[config.mk]
export PLATFORM = sky130hd
export DESIGN_NAME = load_scoreboard
export DESIGN_NICKNAME = d
export VERILOG_FILES = /design/src/rtl/load_scoreboard.sv
export SDC_FILE = /design/constraint.sdc
export NUM_CORES = 1
export LEC_CHECK = 0
export ABC_AREA = 1
export ABC_CLOCK_PERIOD_IN_PS = 2600
export BUFFER_PORTS_ARGS = -buffer_cell sky130_fd_sc_hd__buf_2
export CAP_MARGIN = 0
export CORE_MARGIN = 1.5
export CORE_UTILIZATION = 35
export DETAILED_ROUTE_END_ITERATION = 8
export PLACE_DENSITY = 0.52
export SYNTH_ARGS = -nofsm -noshare
export SYNTH_HDL_FRONTEND = slang
export SYNTH_SLANG_ARGS = --single-unit
[constraint.sdc]
create_clock -name clk -period 2.6 [get_ports clk]
set_input_delay 0.39 -clock clk [delete_from_list [all_inputs] [get_ports clk]]
set_output_delay 0.39 -clock clk [all_outputs]
set_load 0.02 [all_outputs]
[src/rtl/load_scoreboard.sv]
// rtl/load_scoreboard.sv - Pending-load scoreboard with decode stall; optional watchdog via SCOREBOARD_TIMEOUT_EN
module load_scoreboard #(
  parameter int REG_SIZE       = 5,
  parameter int MAX_PENDING    = 4,
  parameter int TIMEOUT_CYCLES = 255
) (
  input  logic                               clk,
  input  logic                               rstN,
  input  logic                               id_valid,
  input  logic [REG_SIZE-1:0]                id_rs1,
  input  logic [REG_SIZE-1:0]                id_rs2,
  input  logic                               id_useRs1,
  input  logic                               id_useRs2,
  input  logic [REG_SIZE-1:0]                id_rd,
  input  logic                               id_regWrite,
  input  logic                               id_isLoad,
  input  logic                               flush,
  input  logic                               resp_valid,
  input  logic [REG_SIZE-1:0]                resp_rd,
  output logic                               stall,
  output logic [2**REG_SIZE-1:0]             busy_vec,
  output logic [$clog2(MAX_PENDING+1)-1:0]   pending_cnt,
  output logic                               timeout_err
);

  localparam int NREG = 2**REG_SIZE;
  localparam int CW   = $clog2(MAX_PENDING+1);
  localparam logic [CW-1:0] MAX_CNT = CW'(MAX_PENDING);

  logic [NREG-1:0] resp_onehot;
  logic [NREG-1:0] issue_onehot;
  logic [NREG-1:0] eff_busy;
  logic [NREG-1:0] busy_next;
  logic [CW-1:0]   x0_cnt;
  logic            hz1, hz2, waw, full;
  logic            issue, issue_reg, issue_x0;
  logic            resp_reg_ok, resp_x0_ok, resp_ok;

  // One-hot decode of the returning register and of the issuing load's rd
  always_comb begin
    resp_onehot  = '0;
    issue_onehot = '0;
    if (resp_valid) resp_onehot[resp_rd] = 1'b1;
    if (issue_reg)  issue_onehot[id_rd]  = 1'b1;
  end

  // A returning load is visible to hazard checks in its own cycle via the WB forward path
  assign eff_busy = busy_vec & ~resp_onehot;

  // Hazard detection and decode stall
  always_comb begin
    hz1   = id_useRs1   & (id_rs1 != '0) & eff_busy[id_rs1];
    hz2   = id_useRs2   & (id_rs2 != '0) & eff_busy[id_rs2];
    waw   = id_regWrite & (id_rd  != '0) & eff_busy[id_rd];
    full  = id_isLoad & (pending_cnt == MAX_CNT) & ~resp_valid;
    stall = id_valid & ~flush & (hz1 | hz2 | waw | full);
  end

  // Issue and response qualification; responses with nothing outstanding are dropped
  always_comb begin
    issue       = id_valid & ~flush & ~stall & id_isLoad & id_regWrite;
    issue_reg   = issue & (id_rd != '0);
    issue_x0    = issue & (id_rd == '0);
    resp_reg_ok = resp_valid & (resp_rd != '0) & busy_vec[resp_rd];
    resp_x0_ok  = resp_valid & (resp_rd == '0) & (x0_cnt != '0);
    resp_ok     = resp_reg_ok | resp_x0_ok;
  end

  // Next busy vector: clear first, then set, so a same-register reissue stays pending
  always_comb begin
    busy_next    = busy_vec;
    if (resp_reg_ok) busy_next = busy_next & ~resp_onehot;
    busy_next    = busy_next | issue_onehot;
    busy_next[0] = 1'b0;
  end

  // Scoreboard state: busy bits, total outstanding count and x0-load count
  always_ff @(posedge clk or negedge rstN) begin
    if (!rstN) begin
      busy_vec    <= '0;
      pending_cnt <= '0;
      x0_cnt      <= '0;
    end else begin
      busy_vec <= busy_next;
      case ({issue, resp_ok})
        2'b10:   pending_cnt <= pending_cnt + CW'(1);
        2'b01:   pending_cnt <= pending_cnt - CW'(1);
        default: pending_cnt <= pending_cnt;
      endcase
      case ({issue_x0, resp_x0_ok})
        2'b10:   x0_cnt <= x0_cnt + CW'(1);
        2'b01:   x0_cnt <= x0_cnt - CW'(1);
        default: x0_cnt <= x0_cnt;
      endcase
    end
  end

`ifdef SCOREBOARD_TIMEOUT_EN
  localparam int WW = $clog2(TIMEOUT_CYCLES+1);
  localparam logic [WW-1:0] WD_MAX = WW'(TIMEOUT_CYCLES);

  logic [WW-1:0] wd_cnt;
  logic [WW-1:0] wd_next;

  // Watchdog runs only while loads are outstanding and restarts on every accepted response
  always_comb begin
    wd_next = wd_cnt;
    if (resp_ok || pending_cnt == '0) wd_next = '0;
    else if (wd_cnt != WD_MAX)        wd_next = wd_cnt + WW'(1);
  end

  // Saturating watchdog counter and sticky timeout flag
  always_ff @(posedge clk or negedge rstN) begin
    if (!rstN) begin
      wd_cnt      <= '0;
      timeout_err <= 1'b0;
    end else begin
      wd_cnt <= wd_next;
      if (wd_next == WD_MAX) timeout_err <= 1'b1;
    end
  end
`else
  assign timeout_err = 1'b0;
`endif

endmodule

==> flow_summary.json <==
{
  "numPlacedInstances": 832,
  "cts_inserted_buffers": 5,
  "yosys.area.top_type": "dfrtp_1",
  "final_util_pct": 54.8,
  "die_area_sq_mm": 0.0103,
  "ys_ff_latch": 37,
  "ant_nets": 0,
  "dpl_worst_slack_ps": -485,
  "wl_microns": 14700,
  "grt-ovfl-total": 0,
  "slew_headroom_pct": 45.1,
  "ff2ff_path_depth": 12,
  "grt_max_degree": 38,
  "ys_seq_area_share_pct": 27.2,
  "crit_fanout": 5,
  "tritoncts": "yes",
  "ios": 66,
  "worstMarginPinSlew_ps": 824,
  "yosys_warnings": 0,
  "synth.area.top_cells": "dfrtp_1 (27%), nand3_1 (20%), nand2_1 (19%)",
  "ff_latch_area_sq_um": 926,
  "via_count": 4471,
  "multi_input_area_sq_mm": 0.00249,
  "arrival_ps": 2350,
  "postCtsHoldBufs": 0,
  "vdd_drop_max_uv": 397,
  "syn_inst": 566,
  "swShare_pct": 37.2,
  "leakage_nw": 2.67,
  "power_density_mw_per_mm2": 376,
  "cp-start-kind": "input pin",
  "clock_sinks": 37,
  "path_class": "in2out",
  "hold_viol": 0,
  "drt_iter0_drc": 283,
  "postPlaceCellArea_sq_mm": 0.00454,
  "avgSynthCellArea_sq_um": 6.02,
  "p_int_mw": 1.21,
  "antenna_found_initial": 0,
  "p_seq_share_pct": 35.9,
  "grt_pass1_wl_microns": 23100,
  "die_y_microns": 102,
  "drc": 0,
  "fillCellCount": 986,
  "hold_path_class": "in2async",
  "port_buffers": 63,
  "grt_usage_pct": 29.2,
  "cp.required_ps": 2210,
  "pwr-share-clk_pct": 28.1,
  "pwr-share-comb_pct": 35.9,
  "dp_hpwl_microns": 11700,
  "synthToLayoutAreaGrowth_pct": 50.1,
  "violations": "setup timing",
  "vias_per_cell": 5.25,
  "drv_cap": 0,
  "tns_ps": -353,
  "p_switching_mw": 0.715,
  "cts-root-buf": "clkbuf_8",
  "rows": 35,
  "start_util_pct": 36.5,
  "synth.top_cell.area_share_pct": 27.2,
  "power_mw": 1.92,
  "netlist_area_sq_mm": 0.00340,
  "synthDistinctLibCells": 29,
  "clock_latency_ps": 290,
  "diodes": 0,
  "layout_common_cells": "nand3_1 (132), nand2_1 (127), buf_4 (96), nor2_1 (56), buf_2 (56)",
  "die_x_microns": 102,
  "grt_pass1_vias": 4361,
  "layout_commonest_cell": "nand3_1",
  "core_sq_mm": 0.00933,
  "finalNonFillerCells": 851,
  "cts_htree_levels": 2,
  "timing.final.crit_share_pct": 105,
  "setup_ws_ps": -142,
  "drive_gt1_share_pct": 37.0,
  "gp_congestion": 0.980,
  "timing.hold.ws_ps": 173,
  "stdcell_area_sq_mm": 0.00511,
  "worst_clock_skew_ps": 5.28,
  "drt_pass1_iterations": 5,
  "slew_violations": 0,
  "cts.clk_slew.worst_paths_ps": 80,
  "rsz0062_at_grt": "yes",
  "timing.fmax_ghz": 0.365,
  "period_minus_slack_ps": 2740,
  "status": "finished with violations",
  "setup_viol": 5,
  "clock_path_buffers": 2,
  "nNetsFinal": 754,
  "cp-end-kind": "output pin",
  "avgRoutedWirePerCell_microns": 17.3
}
power groups by stage:
stage                     combinational, mW  clock (mW)  sequential, mW
after detailed placement              0.626           0           0.697
after CTS                             0.672       0.544           0.686
after floorplan                       0.308           0           0.736
final                                 0.691       0.541           0.691
after global routing                  0.755       0.561           0.697
after global placement                0.624           0           0.696
critical path, stage by stage:
cell and delay [ps]:
buf_8 100, clkinvlp_4 170, nor2_4 60, buf_6 120, buf_6 120, nand2_4 70, buf_4 110, nand3_1 70
nand3_1 100, nand3_1 80, nand3_1 80, nand3_1 120, a21oi_4 240, nor2_4 80, or2_2 280, inv_2 60
buf_6 110
cell type report:
| class | instances | share of cell area, % |
|---|---|---|
| Multi-Input combinational cell | 464 | 48.8 |
| Timing Repair Buffer | 169 | 24.3 |
| Sequential cell | 37 | 18.1 |
| Inverter | 44 | 3.35 |
| Tap cell | 129 | 3.16 |
| Clock buffer | 6 | 1.62 |
| Clock inverter | 2 | 0.735 |
flip-flops by register name, indices dropped and copies added, names as in the netlist:
name / cells
x0_cnt: 3
busy_vec: 31
pending_cnt: 3
kinds of logic after synthesis:
group                    share of synthesized area [%]
buffers and inverters                             8.49
AND/OR/NAND/NOR                                   55.9
adder cells (fa/ha/maj)                           1.91
flip-flops                                        27.2
XOR/XNOR                                          1.03
other                                            0.110
AO/OA/AOI/OAI                                     5.33
worst paths after layout:
kind,startpoint,to,slack (ps)
setup / recovery,resp_valid,stall,-140
hold / removal,rstN,busy_vec[1],170
max in group asynchronous,rstN,pending_cnt[1],1890
min in group clk,x0_cnt[2],x0_cnt[2],490
setup reg to reg,busy_vec[12],pending_cnt[1],80
hold reg to reg,x0_cnt[2],x0_cnt[2],490
cells in the mapped netlist (all sizes together):
cell type / number
fa: 2
a22oi: 7
conb: 1
nand3: 135
dfrtp: 37
inv: 44
xnor2: 4
or2: 1
nand2: 178
a221oi: 2
nor3: 4
a21o: 1
ha: 2
nor2: 70
o21ai: 10
clkbuf: 8
nand3b: 1
a21oi: 9
buf: 14
a22o: 1
nand4: 35
what timing repair did:
item / in CTS / in global routing
buffers inserted: 10 / 3
gates resized for setup: 73 / 36
endpoints found under the hold margin: 0 / 0
pin swaps: 25 / 14
endpoints found under the setup margin: 5 / 7
metal layers:
metal | wire, microns | global-route usage [%]
met5 | 0 | 0
met4 | 257 | 6.94
met3 | 952 | 1.73
met2 | 6710 | 47.4
met1 | 6770 | 42.6
No activity file was read; power rests on OpenSTA's default activity.
